===== config.mk =====
export PLATFORM = sky130hd
export DESIGN_NAME = pc_sequencer_flat
export DESIGN_NICKNAME = d
export VERILOG_FILES = /design/src/rtl/pc_sequencer_pkg.sv /design/src/rtl/pc_sequencer_if.sv /design/src/rtl/pc_sequencer_pc_next_calc.sv /design/src/rtl/pc_sequencer.sv /design/src/flat_wrapper.sv
export SDC_FILE = /design/constraint.sdc
export NUM_CORES = 1
export LEC_CHECK = 0
export ABC_AREA = 1
export CORE_ASPECT_RATIO = 0.75
export CORE_MARGIN = 4
export CORE_UTILIZATION = 48
export CTS_CLUSTER_SIZE = 12
export DETAILED_ROUTE_END_ITERATION = 6
export PLACE_DENSITY = 0.81
export SETUP_SLACK_MARGIN = 0.15
export SLEW_MARGIN = 25
export SYNTH_ARGS = -nofsm -noshare
export SYNTH_HDL_FRONTEND = slang
export SYNTH_SLANG_ARGS = --single-unit

===== constraint.sdc =====
create_clock -name clk -period 1.8 [get_ports clk]
set_input_delay 0.36 -clock clk [delete_from_list [all_inputs] [get_ports clk]]
set_output_delay 0.36 -clock clk [all_outputs]
set_load 0.02 [all_outputs]

===== src/rtl/pc_sequencer_pkg.sv =====
// Shared definitions for the fetch/redirect sequencer and the fetch/decode glue.
package pc_sequencer_pkg;

    typedef enum logic [2:0] {
        ST_RESET_WAIT = 3'd0,
        ST_REQ        = 3'd1,
        ST_WAIT       = 3'd2,
        ST_EXEC       = 3'd3,
        ST_HALT       = 3'd4
    } seq_state_e;

    localparam int          INSTR_BYTES      = 4;
    localparam int          DEFAULT_XLEN     = 64;
    localparam logic [63:0] DEFAULT_RESET_PC = 64'h0000_0000_0000_0000;

    // Instructions are word aligned; any set bit in the low two bits is illegal.
    function automatic logic is_misaligned(input logic [1:0] addr_lsb);
        return addr_lsb != 2'b00;
    endfunction

endpackage


===== src/rtl/pc_sequencer_if.sv =====
// Instruction-memory port plus the retire/branch handshake between core and sequencer.
interface pc_sequencer_if
    import pc_sequencer_pkg::*;
#(
    parameter int XLEN = DEFAULT_XLEN
);
    logic            take_branch;
    logic [XLEN-1:0] branch_target;
    logic            instr_done;
    logic            halt_req;
    logic            imem_req_valid;
    logic            imem_req_ready;
    logic [XLEN-1:0] imem_addr;
    logic            imem_rsp_valid;
    logic [31:0]     imem_rsp_data;
    logic            instr_valid;
    logic [31:0]     instr;
    logic [XLEN-1:0] pc;
    logic            halted;
    logic            misalign_err;
    logic [XLEN-1:0] retire_count;

    modport master (
        input  take_branch, branch_target, instr_done, halt_req,
        input  imem_req_ready, imem_rsp_valid, imem_rsp_data,
        output imem_req_valid, imem_addr,
        output instr_valid, instr, pc, halted, misalign_err, retire_count
    );

    modport slave (
        output take_branch, branch_target, instr_done, halt_req,
        output imem_req_ready, imem_rsp_valid, imem_rsp_data,
        input  imem_req_valid, imem_addr,
        input  instr_valid, instr, pc, halted, misalign_err, retire_count
    );

endinterface


===== src/rtl/pc_sequencer_pc_next_calc.sv =====
// Next-PC selection: sequential increment or branch redirect, with alignment check on the target.
module pc_next_calc
    import pc_sequencer_pkg::*;
#(
    parameter int XLEN = DEFAULT_XLEN
) (
    input  logic [XLEN-1:0] pc_i,
    input  logic            take_branch_i,
    input  logic [XLEN-1:0] branch_target_i,
    output logic [XLEN-1:0] next_pc_o,
    output logic            misalign_o
);
    localparam logic [XLEN-1:0] STEP = XLEN'(INSTR_BYTES);

    // The add wraps naturally at XLEN bits, which is the intended behaviour at the top of memory.
    always_comb begin
        next_pc_o  = take_branch_i ? branch_target_i : (pc_i + STEP);
        misalign_o = take_branch_i && is_misaligned(branch_target_i[1:0]);
    end

endmodule


===== src/rtl/pc_sequencer.sv =====
// Owns the architectural PC: fetches one instruction, holds it until retire, then redirects or steps.
module pc_sequencer
    import pc_sequencer_pkg::*;
#(
    parameter int              XLEN     = DEFAULT_XLEN,
    parameter logic [XLEN-1:0] RESET_PC = XLEN'(DEFAULT_RESET_PC)
) (
    input  logic           clk,
    input  logic           rst_n,
    pc_sequencer_if.master bus
);
    seq_state_e      state_q, state_d;
    logic [XLEN-1:0] pc_q, pc_d;
    logic [XLEN-1:0] count_q, count_d;
    logic [31:0]     instr_q, instr_d;
    logic            instr_valid_q, instr_valid_d;
    logic            misalign_q, misalign_d;
    logic [XLEN-1:0] next_pc;
    logic            target_misaligned;

    pc_next_calc #(.XLEN(XLEN)) u_next_calc (
        .pc_i            (pc_q),
        .take_branch_i   (bus.take_branch),
        .branch_target_i (bus.branch_target),
        .next_pc_o       (next_pc),
        .misalign_o      (target_misaligned)
    );

    always_ff @(posedge clk or negedge rst_n) begin
        if (!rst_n) begin
            state_q       <= ST_RESET_WAIT;
            pc_q          <= RESET_PC;
            count_q       <= '0;
            instr_q       <= '0;
            instr_valid_q <= 1'b0;
            misalign_q    <= 1'b0;
        end else begin
            state_q       <= state_d;
            pc_q          <= pc_d;
            count_q       <= count_d;
            instr_q       <= instr_d;
            instr_valid_q <= instr_valid_d;
            misalign_q    <= misalign_d;
        end
    end

    always_comb begin
        state_d       = state_q;
        pc_d          = pc_q;
        count_d       = count_q;
        instr_d       = instr_q;
        instr_valid_d = instr_valid_q;
        misalign_d    = misalign_q;

        case (state_q)
            ST_RESET_WAIT: begin
                state_d = ST_REQ;
            end
            ST_REQ: begin
                // An accepted request wins over a halt arriving in the same cycle.
                if (bus.imem_req_ready) begin
                    state_d = ST_WAIT;
                end else if (bus.halt_req) begin
                    state_d = ST_HALT;
                end
            end
            ST_WAIT: begin
                if (bus.imem_rsp_valid) begin
                    instr_d       = bus.imem_rsp_data;
                    instr_valid_d = 1'b1;
                    state_d       = ST_EXEC;
                end
            end
            ST_EXEC: begin
                if (bus.instr_done) begin
                    count_d       = count_q + XLEN'(1);
                    instr_valid_d = 1'b0;
                    if (target_misaligned) begin
                        misalign_d = 1'b1;
                        state_d    = ST_HALT;
                    end else begin
                        pc_d    = next_pc;
                        state_d = bus.halt_req ? ST_HALT : ST_REQ;
                    end
                end
            end
            ST_HALT: begin
                state_d = ST_HALT;
            end
            default: begin
                state_d = ST_RESET_WAIT;
            end
        endcase
    end

    assign bus.imem_req_valid = (state_q == ST_REQ);
    assign bus.imem_addr      = pc_q;
    assign bus.pc             = pc_q;
    assign bus.instr          = instr_q;
    assign bus.instr_valid    = instr_valid_q;
    assign bus.halted         = (state_q == ST_HALT);
    assign bus.misalign_err   = misalign_q;
    assign bus.retire_count   = count_q;

endmodule


===== src/flat_wrapper.sv =====
// flat-port wrapper written by rule: the top's interface ports become plain ports
module pc_sequencer_flat import pc_sequencer_pkg::*;
#(
    parameter int              XLEN     = DEFAULT_XLEN,
    parameter logic [XLEN-1:0] RESET_PC = XLEN'(DEFAULT_RESET_PC)
)
  (clk, rst_n, bus_take_branch, bus_branch_target, bus_instr_done, bus_halt_req, bus_imem_req_ready, bus_imem_rsp_valid, bus_imem_rsp_data, bus_imem_req_valid, bus_imem_addr, bus_instr_valid, bus_instr, bus_pc, bus_halted, bus_misalign_err, bus_retire_count);
  pc_sequencer_if #(.XLEN(XLEN)) bus_i ();
  input  logic clk;
  input  logic rst_n;
  input wire logic [$bits(bus_i.take_branch)-1:0] bus_take_branch;
  input wire logic [$bits(bus_i.branch_target)-1:0] bus_branch_target;
  input wire logic [$bits(bus_i.instr_done)-1:0] bus_instr_done;
  input wire logic [$bits(bus_i.halt_req)-1:0] bus_halt_req;
  input wire logic [$bits(bus_i.imem_req_ready)-1:0] bus_imem_req_ready;
  input wire logic [$bits(bus_i.imem_rsp_valid)-1:0] bus_imem_rsp_valid;
  input wire logic [$bits(bus_i.imem_rsp_data)-1:0] bus_imem_rsp_data;
  output wire logic [$bits(bus_i.imem_req_valid)-1:0] bus_imem_req_valid;
  output wire logic [$bits(bus_i.imem_addr)-1:0] bus_imem_addr;
  output wire logic [$bits(bus_i.instr_valid)-1:0] bus_instr_valid;
  output wire logic [$bits(bus_i.instr)-1:0] bus_instr;
  output wire logic [$bits(bus_i.pc)-1:0] bus_pc;
  output wire logic [$bits(bus_i.halted)-1:0] bus_halted;
  output wire logic [$bits(bus_i.misalign_err)-1:0] bus_misalign_err;
  output wire logic [$bits(bus_i.retire_count)-1:0] bus_retire_count;
  assign bus_i.take_branch = bus_take_branch;
  assign bus_i.branch_target = bus_branch_target;
  assign bus_i.instr_done = bus_instr_done;
  assign bus_i.halt_req = bus_halt_req;
  assign bus_i.imem_req_ready = bus_imem_req_ready;
  assign bus_i.imem_rsp_valid = bus_imem_rsp_valid;
  assign bus_i.imem_rsp_data = bus_imem_rsp_data;
  assign bus_imem_req_valid = bus_i.imem_req_valid;
  assign bus_imem_addr = bus_i.imem_addr;
  assign bus_instr_valid = bus_i.instr_valid;
  assign bus_instr = bus_i.instr;
  assign bus_pc = bus_i.pc;
  assign bus_halted = bus_i.halted;
  assign bus_misalign_err = bus_i.misalign_err;
  assign bus_retire_count = bus_i.retire_count;
  pc_sequencer #(.XLEN(XLEN), .RESET_PC(RESET_PC)) u_core (.clk(clk), .rst_n(rst_n), .bus(bus_i));
endmodule

==> impl_metrics.sql, run 1 <==
INSERT INTO impl_metrics (metric_group, metric, value, unit) VALUES
('status', 'status', 'complete, but fails checks', ''),
('status', 'violated_checks', 'design-rule violations, negative setup slack', ''),
('placed_design', 'preCtsSetupSlack', '-0.175', 'ns'),
('sta', 'worst_slew_pin_slew', '0.453', 'ns'),
('final_layout', 'final.fill_count', '1467', ''),
('die', 'fp.dieArea', '25400', 'µm²'),
('final_layout', 'post_route_cells_drive_above_1_share', '34.9', '%'),
('sta', 'fin_worst_setup_slack', '-0.168', 'ns'),
('clock_network', 'clk_transition_reported_paths', '0.08', 'ns'),
('hold_path', 'hold_path.class', 'in -> async', ''),
('synth', 'postSynthRegisterBits', '165', ''),
('die', 'rows', '47', ''),
('clock_network', 'cts_buffers', '17', ''),
('clock_network', 'cts-root-buf', 'sky130_fd_sc_hd__clkbuf_16', ''),
('sta', 'final_period_minus_worst_setup_slack', '1.97', 'ns'),
('sta', 'max_clock_skew', '0.0196', 'ns'),
('clock_network', 'clock_tree_from_tritoncts', 'yes', ''),
('synth', 'synth.yosys.seq_area_share', '37.5', '%'),
('synth', 'asr_flop_ratio_synth', '100', '%'),
('power', 'vdd_drop_max', '889', 'µV'),
('sta', 'drv_slew', '0', ''),
('worst_setup_path', 'worst_path_largest_cell_delay', '0.42', 'ns'),
('final_layout', 'design.final.nets', '2185', ''),
('clock_network', 'tritoncts_num_sinks', '165', ''),
('worst_setup_path', 'critical_path_source_type', 'register', ''),
('synth', 'ys_dominant_reg_cell', 'sky130_fd_sc_hd__dfrtp_1', ''),
('placed_design', 'gp_congestion', '0.944', ''),
('worst_setup_path', 'r2r_setup_slack', '-0.17', 'ns'),
('die', 'floorplan.initialDensity', '49.4', '%'),
('detailed_routing', 'via_count', '13500', ''),
('worst_setup_path', 'worst_path_max_delay_cell', 'sky130_fd_sc_hd__dfrtp_2', ''),
('synth', 'synth.cell_area', '11000', 'µm²'),
('synth', 'synthTopCellsByArea', 'sky130_fd_sc_hd__dfrtp_1 (38%), sky130_fd_sc_hd__nand2_1 (17%), sky130_fd_sc_hd__nor2_1 (8.5%)', ''),
('power', 'leakage_power', '8.42', 'nW'),
('synth', 'yosysTopAreaCell', 'sky130_fd_sc_hd__dfrtp_1', ''),
('sta', 'holdWs', '0.407', 'ns'),
('final_layout', 'fin_util', '78.2', '%'),
('synth', 'synthesis.area_per_instance', '6.97', 'µm²'),
('global_route', 'grt_pass1_wl', '66200', 'µm'),
('power', 'pwr_density_cell', '1250', 'nW/µm²'),
('detailed_routing', 'avgViaCountPerCell', '5.67', ''),
('placed_design', 'dp_hpwl', '31600', 'µm'),
('detailed_routing', 'drc', '1', ''),
('detailed_routing', 'drt_iter0_markers', '1925', ''),
('sta', 'final_min_period_over_clock_period', '109', '%'),
('sta', 'timing.fmax', '0.508', 'GHz'),
('worst_setup_path', 'rr_endpoint', 'u_core.bus.imem_addr[58]', ''),
('worst_setup_path', 'critical_path.most_common_cell', 'sky130_fd_sc_hd__nand2_1', ''),
('clock_network', 'insertion_delay', '0.45', 'ns'),
('sta', 'finalSetupViolations', '4', ''),
('synth', 'most_frequent_cells_after_synthesis', 'sky130_fd_sc_hd__nand2_1 (490), sky130_fd_sc_hd__nor2_1 (248), sky130_fd_sc_hd__inv_1 (175)', ''),
('sta', 'final_hold_violation_count', '0', ''),
('worst_setup_path', 'timing.setup.critical_path_class', 'reg -> reg', ''),
('die', 'fp.dieH', '139', 'µm'),
('detailed_routing', 'route.final.wire_length', '48200', 'µm'),
('clock_network', 'cts_htree_levels', '4', ''),
('worst_setup_path', 'critical_register_to_register_path_startpoint', 'u_core.bus.imem_addr[17]', ''),
('global_route', 'grt_pass1_vias', '12400', ''),
('synth', 'yosys_warnings', '0', ''),
('synth', 'synth_cell_types', '44', ''),
('global_route', 'grt_use_total', '32.4', '%'),
('clock_network', 'max-clock-path-buffers', '2', ''),
('worst_setup_path', 'critical_path_peak_fanout', '3', ''),
('die', 'io_pins', '331', ''),
('detailed_routing', 'final_antenna_net_count', '0', ''),
('final_layout', 'area_growth_syn_to_layout', '58.5', '%'),
('final_layout', 'diodes', '0', ''),
('worst_setup_path', 'worstPathCellList', 'buf_4, nand2_2, nor2_2, nand2_4, inv_6, nand2_1, nor2_1, nand3_1, nand3_1, nand2_1, nand2_1', ''),
('sta', 'worst_slew_margin_rel', '69.5', '%'),
('die', 'floorplan.die.width', '183', 'µm'),
('global_route', 'grt_antenna_before_repair', '0', '');
==> where the power goes <==
group / internal [W] / switching, W / total [W]
Combinational: 0.00470 / 0.00674 / 0.0114
Sequential: 0.00498 / 0.00155 / 0.00653
Clock: 0.00193 / 0.00193 / 0.00386
Total: 0.0116 / 0.0102 / 0.0218
==> layer usage <==
metal | global-route usage, % | wire, µm | vias to the layer above
li1 | - | - | 5909
met1 | 42.7 | 17500 | 6277
met2 | 53.1 | 22300 | 1043
met3 | 6.24 | 5250 | 295
met4 | 12.3 | 3110 | 0
met5 | 0 | 0 | -
==> worst max-delay path by stage <==
| stage | startpoint | to | depth (start not counted) |
|---|---|---|---|
| global placement | bus_instr_done | u_core.bus.retire_count[39] | 9 |
| CTS | u_core.state_q[1] | u_core.bus.retire_count[30] | 9 |
| finish | u_core.bus.imem_addr[17] | u_core.bus.imem_addr[58] | 11 |
| floorplan | u_core.bus.retire_count[0] | u_core.bus.retire_count[60] | 10 |
| detailed placement | bus_instr_done | u_core.bus.retire_count[30] | 8 |
| global route | u_core.bus.imem_addr[17] | u_core.bus.imem_addr[58] | 11 |
==> worst max-delay path, delay by kind of cell (launching register included) <==
| family | cells | cell delay (ns) |
|---|---|---|
| buffers and inverters | 2 | 0.24 |
| and+or+nand+nor | 9 | 1.26 |
| DFF | 1 | 0.42 |
==> sequential cells by signal, summed over array words and instances, names as in the netlist <==
| register | cells |
|---|---|
| u_core.state_q | 3 |
| u_core.bus.misalign_err | 1 |
| u_core.bus.imem_addr | 64 |
| u_core.bus.instr_valid | 1 |
| u_core.bus.retire_count | 64 |
| u_core.bus.instr | 32 |
==> metrics by stage <==
stage	instance area [µm²]	std cells	power [W]	TNS, ns
global placement	15400	2268	0.0174	-6.30
floorplan	11100	1579	0.0123	0
global route	17400	2387	0.0228	-1.35
detailed placement	15400	2268	0.0177	-9.56
finish	17400	2387	0.0218	-0.335
CTS	16500	2338	0.0209	0
==> area by class of cell <==
type                       count  area [µm²]  share of cell area [%]
multi-input combinational   1139        6500                    37.3
tap                          294         368                    2.11
sequential                   165        4210                    24.2
clock inverter                14         188                    1.08
inverter                     183         734                    4.21
timing repair buffer         574        4990                    28.6
clock buffer                  18         439                    2.52
==> kinds of logic after synthesis <==
logic type / Yosys count / share of synthesized area (%)
AND/OR/NAND/NOR: 949 / 37.4
AO/OA/AOI/OAI: 103 / 5.21
flip-flops: 165 / 37.5
multiplexers: 32 / 3.28
XOR/XNOR: 53 / 4.22
buffers and inverters: 275 / 12.1
adder cells (fa/ha/maj): 2 / 0.227
==> timing repair <==
action / CTS / global route
setup endpoints to repair: 301 / 200
pin swaps: 45 / 79
resized for setup: 595 / 302
hold buffers: 1 / 0
hold endpoints to repair: 32 / 0
buffers inserted: 37 / 47
cloned: 0 / 2
==> cell usage in the layout, fill, tap and decap left out, types with 25 or more instances in the layout <==
cell	instances
sky130_fd_sc_hd__a21oi_1	31
sky130_fd_sc_hd__buf_2	58
sky130_fd_sc_hd__buf_4	194
sky130_fd_sc_hd__buf_6	40
sky130_fd_sc_hd__clkdlybuf4s15_1	25
sky130_fd_sc_hd__clkdlybuf4s50_1	101
sky130_fd_sc_hd__dfrtp_1	97
sky130_fd_sc_hd__dfrtp_2	68
sky130_fd_sc_hd__dlygate4sd2_1	110
sky130_fd_sc_hd__inv_1	166
sky130_fd_sc_hd__mux2_2	32
sky130_fd_sc_hd__nand2_1	433
sky130_fd_sc_hd__nand2_2	50
sky130_fd_sc_hd__nand3_1	72
sky130_fd_sc_hd__nand3_2	28
sky130_fd_sc_hd__nand4_1	31
sky130_fd_sc_hd__nor2_1	171
sky130_fd_sc_hd__nor2_2	60
sky130_fd_sc_hd__nor2_4	49
sky130_fd_sc_hd__o21ai_1	25
sky130_fd_sc_hd__xor2_1	27
Power figures use the tool's default switching activity.
==> run 2: changes to the inputs <==
Settings changed: TNS_END_PERCENT from default to 1.
==> run 2 against run 1 <==
Largest power group unchanged. Worst hold slack got worse by 0.052 ns. Critical endpoint is now u_core.bus.retire_count[62]. Non-clock buffer count fell by 48. Sequential share of layout area increased by 1.4 points. Combinational power down 8%. Clock skew fell by 0.0064 ns. The run ends with negative setup slack left. Critical path type unchanged. Sequential cell count unchanged. First-iteration DRC count is 28% lower.
==> impl_metrics.sql, run 2 (synthesis results as in run 1) <==
INSERT INTO impl_metrics (metric_group, metric, value, unit) VALUES
('status', 'status', 'complete, but fails checks', ''),
('status', 'violated_checks', 'negative setup slack', ''),
('final_layout', 'seqCellArea', '4180', 'µm²'),
('power', 'pwr_density_cell', '1270', 'nW/µm²'),
('worst_setup_path', 'cp.arrival', '2.15', 'ns'),
('placed_design', 'dpl.cell_count', '2293', ''),
('worst_setup_path', 'critical_path.most_common_cell', 'sky130_fd_sc_hd__nand3_2', ''),
('sta', 'timing.fmax', '0.549', 'GHz'),
('final_layout', 'post_route_cells_drive_above_1_share', '28.8', '%'),
('die', 'rows', '47', ''),
('final_layout', 'layout_commonest_cell', 'sky130_fd_sc_hd__nand2_1', ''),
('worst_setup_path', 'worst_path_max_delay_cell', 'sky130_fd_sc_hd__dfrtp_2', ''),
('final_layout', 'design.final.nets', '2137', ''),
('detailed_routing', 'drt_iter0_markers', '1392', ''),
('hold_path', 'hold_path.class', 'in -> async', ''),
('global_route', 'grt_pass1_wl', '67500', 'µm'),
('detailed_routing', 'avgViaCountPerCell', '5.32', ''),
('detailed_routing', 'final_antenna_net_count', '0', ''),
('die', 'floorplan.initialDensity', '49.4', '%'),
('sta', 'holdWs', '0.355', 'ns'),
('global_route', 'grt_start_max_net_pins', '48', ''),
('worst_setup_path', 'critical_path_source_type', 'register', ''),
('global_route', 'grt_use_total', '33.3', '%'),
('sta', 'max_clock_skew', '0.0133', 'ns'),
('placed_design', 'gp_congestion', '1.03', ''),
('detailed_routing', 'via_count', '12500', ''),
('sta', 'grt_setup_unrepaired', 'yes', ''),
('detailed_routing', 'route.final.wire_length', '43200', 'µm'),
('clock_network', 'cts_buffers', '17', ''),
('detailed_routing', 'drt_first_pass_iters', '6', ''),
('clock_network', 'clk_transition_reported_paths', '0.08', 'ns'),
('worst_setup_path', 'sort_of_element_at_the_end_of_the_critical_path', 'register', ''),
('final_layout', 'top_library_cells_by_usage_in_the_layout_fill_and_taps_aside', 'sky130_fd_sc_hd__nand2_1 (457), sky130_fd_sc_hd__nor2_1 (208), sky130_fd_sc_hd__inv_1 (169)', ''),
('worst_setup_path', 'critPathRequiredTime', '2.13', 'ns'),
('placed_design', 'dp_hpwl', '33300', 'µm'),
('sta', 'fin_worst_setup_slack', '-0.0203', 'ns'),
('power', 'leakage_power', '8.00', 'nW'),
('global_route', 'grt_overflow_total', '0', ''),
('final_layout', 'final.fill_count', '1800', ''),
('die', 'floorplan.die.width', '183', 'µm'),
('sta', 'final_hold_violation_count', '0', ''),
('sta', 'finalSetupViolations', '5', ''),
('final_layout', 'finish.instance_area', '16400', 'µm²'),
('final_layout', 'fin_util', '73.5', '%'),
('die', 'fp.coreArea', '22300', 'µm²'),
('sta', 'finalSetupTns', '-0.0647', 'ns'),
('clock_network', 'cts_htree_levels', '4', ''),
('die', 'fp.dieArea', '25400', 'µm²'),
('clock_network', 'tritoncts_num_sinks', '165', ''),
('worst_setup_path', 'timing.setup.critical_path_class', 'reg -> reg', ''),
('worst_setup_path', 'worstPathCellList', 'nand2_1, nor2_2, inv_1, nor2_1, nand3_2, nor2_4, nand3_2, xnor2_1', ''),
('worst_setup_path', 'crit_buf_inv', '1', ''),
('clock_network', 'clock_tree_from_tritoncts', 'yes', ''),
('placed_design', 'portBuffers', '330', ''),
('global_route', 'grt_antenna_before_repair', '2', ''),
('detailed_routing', 'drc', '0', ''),
('clock_network', 'max-clock-path-buffers', '2', ''),
('power', 'vdd_drop_max', '936', 'µV'),
('sta', 'drv_slew', '0', ''),
('die', 'fp.dieH', '139', 'µm'),
('global_route', 'grt_pass1_vias', '12100', ''),
('final_layout', 'layout.cells.non_filler', '2340', ''),
('final_layout', 'area_of_combinational_cells_with_multiple_inputs', '6000', 'µm²'),
('clock_network', 'insertion_delay', '0.44', 'ns'),
('clock_network', 'cts-root-buf', 'sky130_fd_sc_hd__clkbuf_16', ''),
('worst_setup_path', 'critical_path_peak_fanout', '6', ''),
('sta', 'final_period_minus_worst_setup_slack', '1.82', 'ns'),
('die', 'io_pins', '331', ''),
('sta', 'worst_slew_margin_rel', '67.8', '%'),
('sta', 'final_min_period_over_clock_period', '101', '%'),
('detailed_routing', 'routed_wire_per_std_cell', '18.4', 'µm'),
('worst_setup_path', 'worst_path_largest_cell_delay', '0.46', 'ns'),
('worst_setup_path', 'critical_path.top_delay_family', 'simple AND/OR/NAND/NOR gates', ''),
('placed_design', 'placed_cell_area', '15600', 'µm²'),
('sta', 'worst_slew_pin_slew', '0.478', 'ns'),
('final_layout', 'area_growth_syn_to_layout', '48.8', '%'),
('flow_run', 'max_cap_viol_count', '0', '');
## run 2: worst paths after layout
path | slack, ns | end | cells after the start | from
worst max-delay path | -0.02 | u_core.bus.retire_count[62] | 8 | u_core.bus.retire_count[8]
min in group clk | 0.49 | u_core.bus.instr_valid | 2 | u_core.bus.instr_valid
worst min-delay path | 0.35 | u_core.bus.instr[21] | 2 | rst_n
worst max register to register | -0.02 | u_core.bus.retire_count[62] | 8 | u_core.bus.retire_count[8]
max in group asynchronous | 0.78 | u_core.bus.imem_addr[38] | 3 | rst_n
worst min register to register | 0.49 | u_core.bus.instr_valid | 2 | u_core.bus.instr_valid
## run 2: power breakdown
part / switching [W] / internal, W
clock: 0.00182 / 0.00202
sequential: 0.00143 / 0.00495
combinational: 0.00627 / 0.00425
total: 0.00952 / 0.0112
## run 2: layer usage
layer / global-route usage [%] / vias up / routed length (µm)
met2: 49.9 / 729 / 18800
met5: 0 / - / 13
li1: - / 5787 / -
met4: 7.17 / 2 / 838
met1: 49.3 / 5852 / 18400
met3: 7.66 / 89 / 5120
## run 2: layout make-up
type	count	share of cell area, %
diodes	1	0.0153
clock buffers	18	2.68
clock inverters	14	1.01
inverters	183	4.35
multi-input cells	1139	36.7
flip-flops and latches	165	25.5
well taps	294	2.25
repair buffers	526	27.5
## run 2: per-stage QoR
| step | power [W] | setup WS, ns |
|---|---|---|
| global placement | 0.0175 | -0.135 |
| global route | 0.0218 | -0.0811 |
| CTS | 0.0208 | 0.0153 |
| finish | 0.0207 | -0.0203 |
| floorplan | 0.0122 | 0.0688 |
| detailed placement | 0.0178 | -0.183 |
## run 2: what timing repair did
action                     in CTS  in global routing
buffers inserted                3                 10
setup endpoints to repair     312                186
hold buffers                    1                  0
hold endpoints to repair       23                  0
pin swaps                      49                 58
resized for setup             599                152
